`src/rtl/sim_uart_ctrl_if.sv`:
```
// Console controller bus bundle.
// Groups the two TX requester handshakes, the simulator character output,
// the RX poll request/response and the simulator input-poll handshake,
// plus the TX FIFO occupancy report.
//   master: requester/simulator side (drives valids, chars, rx_req, uart_in_ch)
//   slave : sim_uart_ctrl side (drives readys, uart_out_*, rx_*, uart_in_valid, fifo_count)
interface sim_uart_ctrl_if #(
  parameter int FIFO_DEPTH = 8
);
  localparam int CW = $clog2(FIFO_DEPTH) + 1;

  logic          req0_valid;
  logic [7:0]    req0_ch;
  logic          req0_ready;
  logic          req1_valid;
  logic [7:0]    req1_ch;
  logic          req1_ready;
  logic          uart_out_valid;
  logic [7:0]    uart_out_ch;
  logic          rx_req;
  logic          rx_valid;
  logic [7:0]    rx_ch;
  logic          uart_in_valid;
  logic [7:0]    uart_in_ch;
  logic [CW-1:0] fifo_count;

  modport master (
    output req0_valid, req0_ch, req1_valid, req1_ch, rx_req, uart_in_ch,
    input  req0_ready, req1_ready, uart_out_valid, uart_out_ch,
           rx_valid, rx_ch, uart_in_valid, fifo_count
  );

  modport slave (
    input  req0_valid, req0_ch, req1_valid, req1_ch, rx_req, uart_in_ch,
    output req0_ready, req1_ready, uart_out_valid, uart_out_ch,
           rx_valid, rx_ch, uart_in_valid, fifo_count
  );
endinterface

```
`src/rtl/sim_uart_ctrl.sv`:
```
// Simulation console controller.
// Shares the simulator character output between two TX requesters
// (round-robin on contention), buffers accepted chars in a FIFO and drains
// them at most once every TX_GAP cycles. Independently sequences one-shot
// console input polls (IDLE -> POLL -> RESP) and returns the polled char.
// Ports:
//   clock - sole clock, rising edge
//   reset - synchronous, active high
//   io    - sim_uart_ctrl_if slave: req0/req1 handshakes, uart_out_*,
//           rx_req/rx_valid/rx_ch, uart_in_valid/uart_in_ch, fifo_count
module sim_uart_ctrl #(
  parameter int FIFO_DEPTH = 8,
  parameter int TX_GAP     = 1
) (
  input logic           clock,
  input logic           reset,
  sim_uart_ctrl_if.slave io
);
  localparam int AW = $clog2(FIFO_DEPTH);
  localparam int CW = AW + 1;
  localparam int GW = (TX_GAP > 1) ? $clog2(TX_GAP) : 1;
  localparam logic [GW-1:0] GAP_LOAD = GW'(TX_GAP - 1);
  localparam logic [CW-1:0] DEPTH_C  = CW'(FIFO_DEPTH);

  // ---------------- TX arbitration + FIFO ----------------
  logic [7:0]    mem [FIFO_DEPTH];
  logic [AW-1:0] wr_ptr, rd_ptr;
  logic [CW-1:0] count;
  logic [GW-1:0] gap;
  logic          rr;          // requester favoured when both are valid
  logic          out_valid;
  logic [7:0]    out_ch;

  logic          full, gnt0, gnt1, push, pop;
  logic [7:0]    push_ch;

  always_comb begin
    // full comes from the registered count only: a same-cycle pop does not
    // free a slot for the requester.
    full    = (count == DEPTH_C);
    gnt0    = io.req0_valid & ~full & (~io.req1_valid | ~rr);
    gnt1    = io.req1_valid & ~full & (~io.req0_valid |  rr);
    push    = gnt0 | gnt1;
    push_ch = gnt0 ? io.req0_ch : io.req1_ch;
    pop     = (count != '0) && (gap == '0);
  end

  // Storage has no reset; reset empties the FIFO through the pointers/count.
  always_ff @(posedge clock) begin
    if (push) mem[wr_ptr] <= push_ch;
  end

  always_ff @(posedge clock) begin
    if (reset) begin
      wr_ptr    <= '0;
      rd_ptr    <= '0;
      count     <= '0;
      gap       <= '0;
      rr        <= 1'b0;
      out_valid <= 1'b0;
      out_ch    <= 8'h00;
    end else begin
      if (push) wr_ptr <= wr_ptr + AW'(1);
      if (pop)  rd_ptr <= rd_ptr + AW'(1);
      case ({push, pop})
        2'b10:   count <= count + CW'(1);
        2'b01:   count <= count - CW'(1);
        default: count <= count;
      endcase
      if (pop)             gap <= GAP_LOAD;
      else if (gap != '0)  gap <= gap - GW'(1);
      if (gnt0)      rr <= 1'b1;
      else if (gnt1) rr <= 1'b0;
      out_valid <= pop;
      out_ch    <= pop ? mem[rd_ptr] : 8'h00;
    end
  end

  assign io.req0_ready     = gnt0;
  assign io.req1_ready     = gnt1;
  assign io.uart_out_valid = out_valid;
  assign io.uart_out_ch    = out_ch;
  assign io.fifo_count     = count;

  // ---------------- RX poll sequencer ----------------
  typedef enum logic [1:0] {RX_IDLE, RX_POLL, RX_RESP} rx_state_t;
  rx_state_t  rx_state, rx_next;
  logic [7:0] rx_cap;
  logic       poll, resp;

  always_ff @(posedge clock) begin
    if (reset) begin
      rx_state <= RX_IDLE;
      rx_cap   <= 8'h00;
    end else begin
      rx_state <= rx_next;
      // simulator reply is only valid alongside the poll strobe
      if (rx_state == RX_POLL) rx_cap <= io.uart_in_ch;
    end
  end

  always_comb begin
    rx_next = rx_state;
    poll    = 1'b0;
    resp    = 1'b0;
    case (rx_state)
      RX_IDLE: if (io.rx_req) rx_next = RX_POLL;
      RX_POLL: begin
        poll    = 1'b1;
        rx_next = RX_RESP;
      end
      RX_RESP: begin
        resp    = 1'b1;
        rx_next = RX_IDLE;
      end
      default: rx_next = RX_IDLE;
    endcase
  end

  assign io.uart_in_valid = poll;
  assign io.rx_valid      = resp;
  assign io.rx_ch         = resp ? rx_cap : 8'h00;
endmodule
```
`src/flat_wrapper.sv`:
```
// flat-port wrapper written by rule: the top's interface ports become plain ports
module sim_uart_ctrl_flat 
#(
  parameter int FIFO_DEPTH = 8,
  parameter int TX_GAP     = 1
)
  (clock, reset, io_req0_valid, io_req0_ch, io_req1_valid, io_req1_ch, io_rx_req, io_uart_in_ch, io_req0_ready, io_req1_ready, io_uart_out_valid, io_uart_out_ch, io_rx_valid, io_rx_ch, io_uart_in_valid, io_fifo_count);
  sim_uart_ctrl_if #(.FIFO_DEPTH(FIFO_DEPTH)) io_i ();
  input logic clock;
  input logic reset;
  input wire logic [$bits(io_i.req0_valid)-1:0] io_req0_valid;
  input wire logic [$bits(io_i.req0_ch)-1:0] io_req0_ch;
  input wire logic [$bits(io_i.req1_valid)-1:0] io_req1_valid;
  input wire logic [$bits(io_i.req1_ch)-1:0] io_req1_ch;
  input wire logic [$bits(io_i.rx_req)-1:0] io_rx_req;
  input wire logic [$bits(io_i.uart_in_ch)-1:0] io_uart_in_ch;
  output wire logic [$bits(io_i.req0_ready)-1:0] io_req0_ready;
  output wire logic [$bits(io_i.req1_ready)-1:0] io_req1_ready;
  output wire logic [$bits(io_i.uart_out_valid)-1:0] io_uart_out_valid;
  output wire logic [$bits(io_i.uart_out_ch)-1:0] io_uart_out_ch;
  output wire logic [$bits(io_i.rx_valid)-1:0] io_rx_valid;
  output wire logic [$bits(io_i.rx_ch)-1:0] io_rx_ch;
  output wire logic [$bits(io_i.uart_in_valid)-1:0] io_uart_in_valid;
  output wire logic [$bits(io_i.fifo_count)-1:0] io_fifo_count;
  assign io_i.req0_valid = io_req0_valid;
  assign io_i.req0_ch = io_req0_ch;
  assign io_i.req1_valid = io_req1_valid;
  assign io_i.req1_ch = io_req1_ch;
  assign io_i.rx_req = io_rx_req;
  assign io_i.uart_in_ch = io_uart_in_ch;
  assign io_req0_ready = io_i.req0_ready;
  assign io_req1_ready = io_i.req1_ready;
  assign io_uart_out_valid = io_i.uart_out_valid;
  assign io_uart_out_ch = io_i.uart_out_ch;
  assign io_rx_valid = io_i.rx_valid;
  assign io_rx_ch = io_i.rx_ch;
  assign io_uart_in_valid = io_i.uart_in_valid;
  assign io_fifo_count = io_i.fifo_count;
  sim_uart_ctrl #(.FIFO_DEPTH(FIFO_DEPTH), .TX_GAP(TX_GAP)) u_core (.clock(clock), .reset(reset), .io(io_i));
endmodule
```
`config.mk`:
```
export PLATFORM = sky130hd
export DESIGN_NAME = sim_uart_ctrl_flat
export DESIGN_NICKNAME = d
export VERILOG_FILES = /design/src/rtl/sim_uart_ctrl_if.sv /design/src/rtl/sim_uart_ctrl.sv /design/src/flat_wrapper.sv
export SDC_FILE = /design/constraint.sdc
export NUM_CORES = 1
export LEC_CHECK = 0
export CORE_MARGIN = 2
export CORE_UTILIZATION = 45
export DETAILED_ROUTE_END_ITERATION = 8
export GPL_TIMING_DRIVEN = 1
export PLACE_DENSITY_LB_ADDON = 0.12
export SETUP_SLACK_MARGIN = 0.5
export SLEW_MARGIN = 20
export SYNTH_ARGS = -nofsm -noshare
export SYNTH_HDL_FRONTEND = slang
export SYNTH_SLANG_ARGS = --single-unit
```
`constraint.sdc`:
```
create_clock -name clock -period 2.8 [get_ports clock]
set_clock_uncertainty 0.2 [all_clocks]
set_input_delay 0.56 -clock clock [delete_from_list [all_inputs] [get_ports clock]]
set_output_delay 0.56 -clock clock [all_outputs]
set_load 0.005 [all_outputs]
```
### After elaboration in Yosys (flattened, before gate mapping)

Memories as Yosys holds them, arrays and structs flattened. A register that Yosys moved wholly into a read port is not among the register bits.
Index checks and enable logic that the tools add are counted.

* register bits: 23
* RAM bits: 64
* input port bits: 29
* memories: 1

Memory list
* u_core.mem: words 8, bits a word 8, read ports 1, clocked after memory_dff 1, write ports 1, line sim_uart_ctrl.sv:26 `logic [7:0] mem [FIFO_DEPTH];`

* add/sub/neg operators: 5
* equality and inequality tests: 6
* mux-type cells: 11
* bitwise operators: 13
* reductions and logical operators: 7

Operator list (count)
* 8-bit 2-to-1 mux: 2
* 4-bit case mux with 2 select lines: 1
* 3-bit by 1-bit adder with 3-bit output (second input constant): 2
* 1-bit 2-to-1 mux: 6
* 1-bit NOT: 6
* 4-bit by 1-bit adder with 4-bit output (second input constant): 1
* 1-bit bitwise AND: 4
* 2-bit by 1-bit equality test with 1-bit output (second input constant): 2
* 2-bit equality test (second input constant): 2
* 4-bit equality test (second input constant): 1
* 2-bit case mux with 2 select lines: 1
* 2-bit nonzero test: 2
* 4-bit nonzero test: 1
* 4-bit by 1-bit subtractor with 4-bit output (second input constant): 1
* 1-bit bitwise OR: 3
* 3-bit OR reduction: 1
* 2-bit zero test: 1
* 2-bit 2-to-1 mux: 1
* 2-bit inequality test (second input constant): 1
* 2-bit OR reduction: 1
* 1-bit logical AND: 1
* 1-bit subtractor (second input constant): 1

### Logic depth before layout (Yosys ltp)

Gate-level depths: netlist of the first run.

* depth after elaboration: 7
* mapped depth: 11
* depth with buffers taken out: 10

### Worst setup path after synthesis of the first run

Ideal clock, no wire load.

* path kind: register -> register
* start: register u_core.count[0], in the netlist u_core.io.fifo_count[0]
* end: register u_core.count[3], in the netlist u_core.io.fifo_count[3]
* library setup time: 121 ps
* arrival: 2472 ps
* required time: 2479 ps
* setup slack: 8 ps
* cell stages (with the launch flop): 9
* path buffers: 1
* clock period less this slack: 2792 ps
* path through: dfxtp_1 > or4b_1 > buf_6 > o21a_4 > clkinv_8 > ha_1 > or3_2 > o32ai_1 > mux2_2

* longest elaborated chain between the ends: 7
* elaborated cells on any way between the ends: 15
* classes of those cells: add/sub (2); eq/ne (3); mux (1); bitwise (6); reduce/logical (3)

Ends and longest elaborated chain
* start, declared: line sim_uart_ctrl.sv:28 `logic [CW-1:0] count;`
* start signal, assigned: line sim_uart_ctrl.sv:66 `2'b10: count <= count + CW'(1);`
* start signal, assigned: line sim_uart_ctrl.sv:67 `2'b01: count <= count - CW'(1);`
* start signal, assigned: line sim_uart_ctrl.sv:68 `default: count <= count;`
* 4-bit equality test: line sim_uart_ctrl.sv:40 `full = (count == DEPTH_C);`
* 1-bit NOT: line sim_uart_ctrl.sv:41, sim_uart_ctrl.sv:42
* 1-bit bitwise AND (on tied branches) (2 in a row): line sim_uart_ctrl.sv:41, sim_uart_ctrl.sv:42
* 1-bit bitwise OR: line sim_uart_ctrl.sv:43 `push = gnt0 | gnt1;`
* 2-bit by 1-bit equality test with 1-bit output / 2-bit equality test (equally long branches): line sim_uart_ctrl.sv:65 `case ({push, pop})`
* 4-bit case mux with 2 select lines / 2-bit nonzero test (equally long branches)

Parallel ways exist; a longest one is shown, timed or not.
A chain may end at the register's enable or synchronous reset.

### Worst setup path in the final report of the first run

* start: register u_core.count[2], in the netlist u_core.io.fifo_count[2]
* end: output port io_req0_ready

* longest elaborated chain between the ends: 4

Ends and longest elaborated chain
* 4-bit equality test: line sim_uart_ctrl.sv:40
* 1-bit NOT: line sim_uart_ctrl.sv:41 `gnt0 = io.req0_valid & ~full & (~io.req1_valid | ~rr);`
* 1-bit bitwise AND (2 in a row): line sim_uart_ctrl.sv:41
* end, declared: line flat_wrapper.sv:17 `output wire logic [$bits(io_i.req0_ready)-1:0] io_req0_ready;`

No other way between the ends.

==> results.yml, run 1 <==
timing:
  fin_ws_ns: 0.284
  relSlewSlack: 0.609
  slew_viol_final: 0
  hold_viol: 0
  setup_tns_ns: 0
  layout_min_cycle_time_ns: 2.52
  tightest_slew_ns: 0.585
  max_freq_mhz: 397
  final-setup-viol-count: 0
  rsz0062_at_grt: "yes"
  post-route-period-util: 0.899
cts:
  cts_tree: "built"
  ctsLongestPathBuffers: 2
  cts_hold_buffers: 0
  cts_sinks: 95
  root_buffer: "clkbuf_8"
  htree_levels: 3
  clk_latency_ns: 0.35
  clk_pin_slew_worst_paths_ns: 0.09
  cts_buffers: 9
floorplan:
  rows: 33
  pin_count: 54
  start_util: 0.465
  die_h_um: 96.1
  die_area_mm2: 0.00924
  core-area_mm2: 0.00822
  die_w_um: 96.1
setup_path:
  cp.required_ns: 2.04
  critPathKind: "reg -> out"
  cp-end-kind: "output pin"
  critPathMaxFanout: 3
  r2r_slack_ns: 0.29
  arrival_ns: 1.76
  critPathLaunchType: "flop"
placed_design:
  gp_congestion: 0.696
  dp_hpwl_mm: 4.61
  pre_cts_ws_ns: -0.0409
  port_buffers: 53
yosys:
  synth.yosys.warnings: 0
  syn-instance-count: 252
  synth_top_family_by_area: "multiplexers"
  synth_common_cells: "64 x edfxtp_1, 31 x dfxtp_1, 22 x nand2_1"
  yosysSeqAreaShare: 0.666
  synth.cell_area_mm2: 0.00382
  yosysMostFrequentCell: "edfxtp_1"
  yosys.area.top_type: "edfxtp_1"
  synth-xor-area-share: 0.0161
  synth_compound_area_frac: 0.0354
  synth_mux_area_frac: 0.144
  synth_top_area_share: 0.503
  async_flop_share: 0
  synth_flop_cell: "edfxtp_1"
  yosys.area_share.simple: 0.0957
  synth_edf_count: 64
  yosys-top-cells-area: "edfxtp_1 50%, dfxtp_1 16%, mux4_2 9.4%"
  synthAdderAreaFrac: 0.0164
  postSynthAreaPerCell_um2: 15.2
  synth_cell_types: 40
  synth_fp_nets: 286
  synth-seq-cells: 95
drt:
  via_per_inst: 4.99
  wl_mm: 7.05
  drtAntennaViolNets: 0
  firstDrtPassIters: 4
  drt_iter0_markers: 136
  drcViolationCount: 0
  num_vias: 2235
  wl_per_cell_um: 15.7
pwr:
  switching_power_mw: 1.13
  internal_power_mw: 2.80
  power.share.sequential: 0.462
  ir_worst_vdd_v: 0.000366
  power_density_mw_per_mm2: 789
  comb_power_share: 0.323
  p_clk_frac: 0.215
  leakagePower_nw: 1.83
  switching_share: 0.287
  power.total_mw: 3.93
grt:
  grt_pass1_vias: 2156
  groute.usage.overall: 0.166
  grt_antenna_before_repair: 0
  grt_max_degree: 19
  grt_pass1_wl_mm: 11.0
  grt.overflow.total: 0
job:
  max_cap_violations: 0
min_path:
  min_path_type: "reg -> reg"
finish:
  antenna_cells: 0
  areaGrowthSynthToFinish_pct: 30.3
  drive_gt1_frac: 0.294
  nNetsFinal: 372
status:
  outcome: "finished, final reports clean"
[cells in the final DEF, fill, tap and decap left out, types with 3 or more instances in the layout]
| cell | n |
|---|---|
| clkbuf_8 | 9 |
| mux2_2 | 8 |
| xnor2_1 | 3 |
| dfxtp_1 | 25 |
| xor2_1 | 3 |
| and2_1 | 6 |
| buf_4 | 31 |
| edfxtp_1 | 64 |
| mux4_2 | 16 |
| nor2_1 | 19 |
| nor3_1 | 4 |
| dlymetal6s2s_1 | 6 |
| clkdlybuf4s50_1 | 42 |
| nor2b_1 | 4 |
| a21oi_1 | 13 |
| nand2_1 | 22 |
| dfxtp_2 | 4 |
| inv_1 | 3 |
| mux2i_1 | 9 |
[worst max-delay path, stage by stage, from the launching register on]
cell	delay, ns
dfxtp_4	0.36
or4b_4	0.55
buf_4	0.16
buf_6	0.12
nand3_4	0.07
inv_1	0.05
buf_2	0.12
[sequential cells by signal (all words and copies together) (netlist names)]
name and cells:
u_core.rx_state 2, u_core.rr 1, u_core.io.uart_out_valid 1, u_core.wr_ptr 3, u_core.io.uart_out_ch 8, u_core.gap 1, u_core.io.fifo_count 4, u_core.rx_cap 8
u_core.mem 64, u_core.rd_ptr 3
[power groups by stage]
stage                     combinational [mW]  clock, mW  sequential (mW)
final                                   1.27      0.842             1.81
after global routing                    1.39      0.926             1.83
after CTS                               1.24      0.874             1.81
after detailed placement                1.16          0             1.85
after global placement                  1.14          0             1.85
after floorplan                        0.759          0             1.84
[timing repair]
item | CTS | global route
buffers inserted | 7 | 5
gates resized for setup | 26 | 12
pin swaps | 2 | 6
cloned | 1 | 0
endpoints found under the setup margin | 78 | 10
[final timing paths]
kind	from	to	cells past startpoint
hold reg to reg	u_core.rx_cap[6]$_SDFFE_PP0P_	u_core.rx_cap[6]$_SDFFE_PP0P_	2
setup reg to reg	u_core.io.fifo_count[2]$_SDFFE_PP0P_	u_core.io.fifo_count[2]$_SDFFE_PP0P_	10
setup / recovery	u_core.io.fifo_count[2]$_SDFFE_PP0P_	io_req0_ready	6
hold / removal	u_core.rx_cap[6]$_SDFFE_PP0P_	u_core.rx_cap[6]$_SDFFE_PP0P_	2
[through the flow]
stage	hold slack, ns	util	cell area (µm²)	instances
after global routing	0.279	0.606	4980	448
final	0.255	0.606	4980	448
after floorplan	0.204	-	3860	252
after detailed placement	0.234	0.561	4610	419
after global placement	0.220	0.561	4610	419
after CTS	0.259	0.597	4900	443
[metal layers]
layer | up-vias | routed length, µm | global-route usage | share of wire
met4 | 0 | 40 | 0.0500 | 0.0057
met3 | 2 | 289 | 0.0478 | 0.041
met5 | - | 0 | 0 | 0
met1 | 1074 | 3220 | 0.218 | 0.46
li1 | 1102 | - | - | -
met2 | 57 | 3510 | 0.267 | 0.50
[logic make-up (layout without fill, tap and decap cells)]
group,after synthesis,count (layout)
AND/OR/NAND/NOR,72,73
multiplexers,34,34
buffers and inverters,16,106
other,1,1
AO/OA/AOI/OAI,22,22
adder cells (fa/ha/maj),5,5
XOR/XNOR,7,7
flip-flops,95,95
[area by class of cell]
class | instances | area, µm²
Fill cell | 634 | 3240
Sequential cell | 95 | 2550
Multi-Input combinational cell | 142 | 1290
Timing Repair Buffer | 85 | 777
Clock buffer | 10 | 149
Tap cell | 105 | 131
Clock inverter | 6 | 42.5
Inverter | 5 | 31.3
No activity file was read; power rests on OpenSTA's default activity.
==> run 2: changes to the inputs <==
--- a/config.mk
+++ b/config.mk
@@ -5,9 +5,11 @@
 export SDC_FILE = /design/constraint.sdc
 export NUM_CORES = 1
 export LEC_CHECK = 0
+export ABC_AREA = 1
 export CORE_MARGIN = 2
-export CORE_UTILIZATION = 45
+export CORE_UTILIZATION = 30
 export DETAILED_ROUTE_END_ITERATION = 8
+export DONT_BUFFER_PORTS = 1
 export GPL_TIMING_DRIVEN = 1
 export PLACE_DENSITY_LB_ADDON = 0.12
 export SETUP_SLACK_MARGIN = 0.5
==> run 2 against run 1 <==
  * Critical path depth is 8 higher
  * First-iteration DRC count down 30%
  * Worst setup slack improved by 0.40 ns
  * Power grew 4.4%
  * Non-clock buffer count decreased by 74
  * Die area grew 49%
  * Register-to-register slack improved by 0.39 ns
  * Maximum frequency grew 19%
  * Final area fell by 11%
  * Sequential share of layout area up 6.3 points
  * Sequential power about the same
  * Critical path type is now reg -> reg
  * Largest cell class unchanged
  * Highest routed layer unchanged
==> results.yml, run 2 <==
grt:
  grt.overflow.total: 0
  grt_max_degree: 35
  grt_antenna_before_repair: 0
  groute.usage.overall: 0.124
  grt_pass1_wl_mm: 12.9
  grt_pass1_vias: 2320
yosys:
  yosys-top-cells-area: "edfxtp_1 50%, dfxtp_1 16%, nor2_1 8.1%"
  yosys.area.top_type: "edfxtp_1"
  synth_fp_nets: 413
  synth_top_family_by_area: "simple AND/OR/NAND/NOR gates"
  synth.cell_area_mm2: 0.00385
  synth-xor-area-share: 0.00682
  yosysSeqAreaShare: 0.660
  synth_compound_area_frac: 0.114
  postSynthAreaPerCell_um2: 10.2
  synth-seq-cells: 95
  async_flop_share: 0
  synth_flop_cell: "edfxtp_1"
  synth_mux_area_frac: 0
  synth_edf_count: 64
  synth_common_cells: "83 x nor2_1, 64 x edfxtp_1, 52 x nand2_1"
  yosysMostFrequentCell: "nor2_1"
  synth.yosys.warnings: 0
  synth_cell_types: 24
  yosys.area_share.simple: 0.150
  synth_top_area_share: 0.499
  syn-instance-count: 379
  synthAdderAreaFrac: 0.0162
setup_path:
  r2r-start: "u_core.io.fifo_count[0]$_SDFFE_PP0P_"
  critPathMaxFanout: 6
  crit_top_cell: "inv_1"
  cp-end-kind: "flop"
  arrival_ns: 2.16
  crit_chain: "nor2_2, nand3_2, nand2_2, nand2_4, inv_4, ha_2, nand2_1, inv_1, nor2_1, ha_1, a21oi_2, xnor2_1, o21ai_1, inv_1"
  critPathLaunchType: "flop"
  crit_start: "u_core.io.fifo_count[0]$_SDFFE_PP0P_"
  critPathSlowestCell: "dfxtp_2"
  cp.required_ns: 2.84
  critPathKind: "reg -> reg"
  slowest_delay_ns: 0.36
timing:
  max_freq_mhz: 472
  rsz0062_at_grt: "no"
  relSlewSlack: 0.462
  hold_viol: 0
  slew_viol_final: 0
  layout_min_cycle_time_ns: 2.12
  setup_tns_ns: 0
  fin_ws_ns: 0.682
  post-route-period-util: 0.756
  tightest_slew_ns: 0.806
  final-setup-viol-count: 0
cts:
  cts_sinks: 95
  htree_levels: 3
  cts_buffers: 9
  clk_pin_slew_worst_paths_ns: 0.07
  cts_hold_buffers: 0
  clk_latency_ns: 0.34
  root_buffer: "clkbuf_16"
  ctsLongestPathBuffers: 2
  cts_tree: "built"
floorplan:
  start_util: 0.307
  die_w_um: 117
  die_h_um: 117
  pin_count: 54
  core-area_mm2: 0.0126
  rows: 41
  die_area_mm2: 0.0138
finish:
  nNetsFinal: 421
  final_common_cell: "nor2_1"
  top_register: "u_core.mem"
  largest_reg_flops: 64
  final_cell_area_mm2: 0.00442
  drive_gt1_frac: 0.112
  final_cell_mix: "82 x nor2_1, 64 x edfxtp_1, 50 x nand2_1, 28 x inv_1, 28 x dfxtp_1"
  areaGrowthSynthToFinish_pct: 14.8
  fill_cells: 1275
  antenna_cells: 0
drt:
  met1_length_mm: 4.04
  wl_met2_mm: 3.95
  via_per_inst: 4.48
  num_vias: 2525
  met3RoutedLength_um: 244
  drt_iter0_markers: 95
  routed.top_layer: "met4"
  drcViolationCount: 0
  wl_mm: 8.38
  wl_per_cell_um: 14.9
  drtAntennaViolNets: 0
  firstDrtPassIters: 4
status:
  outcome: "finished, final reports clean"
pwr:
  ir_worst_vdd_v: 0.000270
  leakagePower_nw: 1.64
  power_density_mw_per_mm2: 927
placed_design:
  pre_cts_ws_ns: 0.432
  port_buffers: 0
  dpl_cell_area_mm2: 0.00407
  gp_congestion: 0.732
  dp_hpwl_mm: 5.37
job:
  max_cap_violations: 0
min_path:
  min_path_type: "in -> reg"
  min-delay-start: "reset"
-- run 2: cell types whose count changed after synthesis, sizes merged, moves of 9 or more --
cell	before	now
inv	3	33
mux2i	9	0
o21ai	2	47
mux4	16	0
mux2	9	0
nand2	23	54
nor2	20	84
-- run 2: worst paths after layout --
| check | to | slack [ns] | cells past startpoint |
|---|---|---|---|
| setup / recovery | u_core.io.fifo_count[2]$_SDFFE_PP0P_ | 0.68 | 14 |
| hold / removal | u_core.io.fifo_count[0]$_SDFFE_PP0P_ | 0.07 | 1 |
| setup reg to reg | u_core.io.fifo_count[2]$_SDFFE_PP0P_ | 0.68 | 14 |
| hold reg to reg | u_core.rx_state[0]$_SDFFE_PP0P_ | 0.22 | 1 |
-- run 2: power breakdown --
part / internal (mW) / switching (mW)
sequential: 1.73 / 0.0975
combinational: 0.303 / 0.661
clock: 0.784 / 0.526
-- run 2: stage by stage --
step                power [mW]  instances   util  hold WS, ns
floorplan                 2.54        379      -        0.195
global placement          2.81        548  0.324        0.206
detailed placement        2.82        548  0.324        0.215
CTS                       4.14        564  0.349       0.0622
global route              4.35        564  0.352       0.0601
finish                    4.10        564  0.352       0.0744
-- run 2: repair_timing --
item,4_1_cts,5_1_grt
resized for setup,0,12
setup buffers,0,0
endpoints found under the setup margin,0,3
-- run 2: critical path: cells and delay by family (launching register included) --
| kind | cells | cell delay, ns |
|---|---|---|
| XOR/XNOR | 1 | 0.09 |
| AO/OA/AOI/OAI | 2 | 0.23 |
| flip-flops | 1 | 0.36 |
| buffers and inverters | 3 | 0.18 |
| AND/OR/NAND/NOR | 6 | 0.57 |
| adder cells (fa/ha/maj) | 2 | 0.39 |
-- run 2: cells by family (layout without fill, tap and decap cells) --
kind of cell | count (synthesis) | in the layout
AO/OA/AOI/OAI | 81 | 81
XOR/XNOR | 3 | 3
adder cells (fa/ha/maj) | 5 | 5
buffers and inverters | 47 | 60
flip-flops | 95 | 95
other | 1 | 1
AND/OR/NAND/NOR | 147 | 147
-- run 2: layout make-up --
class | instances | area [µm²] | share of cell area
Clock buffer | 9 | 225 | 0.0509
Clock inverter | 7 | 95.1 | 0.0215
Inverter | 33 | 126 | 0.0286
Multi-Input combinational cell | 237 | 1130 | 0.256
Sequential cell | 95 | 2550 | 0.576
Tap cell | 172 | 215 | 0.0487
Timing Repair Buffer | 11 | 82.6 | 0.0187
-- run 2: metal layers --
metal  global-route usage  vias to the layer above
met5                    0                        -
met3               0.0268                       12
met1                0.162                     1181
li1                     -                     1295
met4               0.0542                        0
met2                0.200                       37
==> run 3: changes to the inputs <==
==> constraint.sdc (replaced) <==
create_clock -name clock -period 2 [get_ports clock]
set_clock_uncertainty 0.2 [all_clocks]
set_input_delay 0.4 -clock clock [delete_from_list [all_inputs] [get_ports clock]]
set_output_delay 0.4 -clock clock [all_outputs]
set_load 0.005 [all_outputs]
==> run 3 against run 2 <==
  * Routed wire length up 16%
  * Sequential power increased by 41%
  * Final area is 28% higher
  * Flip-flop and latch count unchanged
  * Worst hold slack lost 0.061 ns
  * Via count grew 11%
  * Maximum frequency grew 9.6%
  * Combinational power up 150%
  * Non-clock buffer count up 37
  * Die area unchanged
  * Global-route usage is 1.7 points higher
  * Worst setup slack lost 0.61 ns
  * Largest cell class unchanged
  * Critical path type unchanged
==> results.yml, run 3 (synthesized netlist as in run 2, its figures left out) <==
placed_design:
  pre_cts_ws_ns: 0.0188
  dp.cells: 550
  port_buffers: 0
  gp_congestion: 0.695
  dp_hpwl_mm: 5.76
drt:
  via_per_inst: 4.62
  firstDrtPassIters: 4
  wl_per_cell_um: 16.0
  drtAntennaViolNets: 0
  num_vias: 2794
  drt_iter0_markers: 183
  wl_mm: 9.70
  drcViolationCount: 0
floorplan:
  pin_count: 54
  die_h_um: 117
  rows: 41
  start_util: 0.307
  die_w_um: 117
  die_area_mm2: 0.0138
  core-area_mm2: 0.0126
timing:
  final-setup-viol-count: 0
  hold_viol: 0
  max_freq_mhz: 518
  setup_tns_ns: 0
  slew_viol_final: 0
  hold_ws_ns: 0.0131
  fin_ws_ns: 0.0678
  rsz0062_at_grt: "yes"
  layout_min_cycle_time_ns: 1.93
  post-route-period-util: 0.966
pwr:
  power_density_mw_per_mm2: 1220
  switching_power_mw: 2.20
  ir_worst_vdd_v: 0.000675
  switching_share: 0.320
  leakagePower_nw: 2.02
  power.share.sequential: 0.375
  comb_power_share: 0.344
  internal_power_mw: 4.68
  p_clk_frac: 0.281
finish:
  nNetsFinal: 462
  areaGrowthSynthToFinish_pct: 46.7
  largest_reg_flops: 64
  final_cell_mix: "64 x edfxtp_1, 61 x nor2_1, 30 x o21ai_1, 23 x nand2_1"
  drive_gt1_frac: 0.351
  top_register: "u_core.mem"
  utilization: 0.450
  final_common_cell: "edfxtp_1"
  fill_cells: 1206
  antenna_cells: 0
  final_cells: 605
grt:
  grt_pass1_wl_mm: 14.9
  grt_max_degree: 34
  grt.overflow.total: 0
  groute.usage.overall: 0.142
  grt_pass1_vias: 2734
  grt_antenna_before_repair: 0
setup_path:
  arrival_ns: 1.97
  crit_chain: "nor2_4, nand3_4, nand2_4, nand2_8, inv_4, ha_4, nand2_2, inv_2, nor2_4, ha_4, a21oi_2, xnor2_1, o21ai_1, inv_1"
  slowest_delay_ns: 0.35
  cp.required_ns: 2.04
  critPathSlowestCell: "dfxtp_4"
  r2r_cells: 14
  cp-end-kind: "flop"
  critPathMaxFanout: 4
  critPathKind: "reg -> reg"
  critPathLaunchType: "flop"
cts:
  clk_latency_ns: 0.34
  clk_pin_slew_worst_paths_ns: 0.06
  ctsLongestPathBuffers: 2
  cts_tree: "built"
  htree_levels: 3
  cts_sinks: 95
  cts_buffers: 9
  root_buffer: "clkbuf_16"
min_path:
  min_path_cells: 3
  min_path_type: "in -> reg"
job:
  max_cap_violations: 0
status:
  outcome: "finished, final reports clean"
run 3: changes by cell type in the layout (fill, tap and decap cells not counted), sizes merged, moves of 2 or more:
cell,before,now
clkinvlp,1,5
inv,34,30
clkinv,3,5
buf,11,45
dlygate4sd3,0,2
run 3: through the flow:
step | area [µm²] | total power [mW]
after floorplan | 4000 | 3.71
after global placement | 4270 | 4.22
after detailed placement | 4270 | 4.23
after CTS | 5320 | 6.65
after global routing | 5650 | 7.29
final | 5650 | 6.88
run 3: final timing paths:
kind | start | to | slack, ns
max | u_core.io.fifo_count[1]$_SDFFE_PP0P_ | u_core.io.fifo_count[2]$_SDFFE_PP0P_ | 0.07
min reg2reg | u_core.rx_state[0]$_SDFFE_PP0P_ | u_core.rx_state[0]$_SDFFE_PP0P_ | 0.24
min | reset | u_core.io.fifo_count[2]$_SDFFE_PP0P_ | 0.01
max reg2reg | u_core.io.fifo_count[1]$_SDFFE_PP0P_ | u_core.io.fifo_count[2]$_SDFFE_PP0P_ | 0.07
run 3: critical path, delay by kind of cell, from the launching register on:
family                   cells  cell delay (ns)
AO/OA/AOI/OAI                2             0.22
XOR/XNOR                     1             0.07
adder cells (fa/ha/maj)      2             0.29
buffers and inverters        3             0.16
flip-flops                   1             0.35
AND/OR/NAND/NOR              6             0.52
run 3: area by class of cell:
cell class	count	area, µm²	area share
clock buffer	9	225	0.0398
timing repair buffer	48	619	0.110
sequential	95	2560	0.454
inverter	33	164	0.0290
multi-input combinational	238	1730	0.306
timing repair inverter	3	21.3	0.00376
clock inverter	7	111	0.0197
tap	172	215	0.0381
run 3: per-layer routing:
metal	routed length (µm)	global-route usage	share of wire
met5	0	0	0
met4	132	0.0437	0.014
met1	4100	0.165	0.42
met3	360	0.0511	0.037
met2	5110	0.243	0.53
run 3: power groups by stage:
| stage | combinational, mW | clock (mW) | sequential, mW |
|---|---|---|---|
| global route | 2.60 | 2.08 | 2.61 |
| CTS | 2.10 | 1.99 | 2.57 |
| finish | 2.37 | 1.94 | 2.58 |
| global placement | 1.63 | 0 | 2.58 |
| floorplan | 1.12 | 0 | 2.59 |
| detailed placement | 1.64 | 0 | 2.59 |
run 3: what timing repair did:
action / CTS / global route
hold endpoints to repair: 6 / 0
resized for setup: 112 / 43
setup buffers: 20 / 12
endpoints found under the setup margin: 154 / 161
cloned: 1 / 4
hold buffers: 2 / 0
pin swaps: 25 / 16
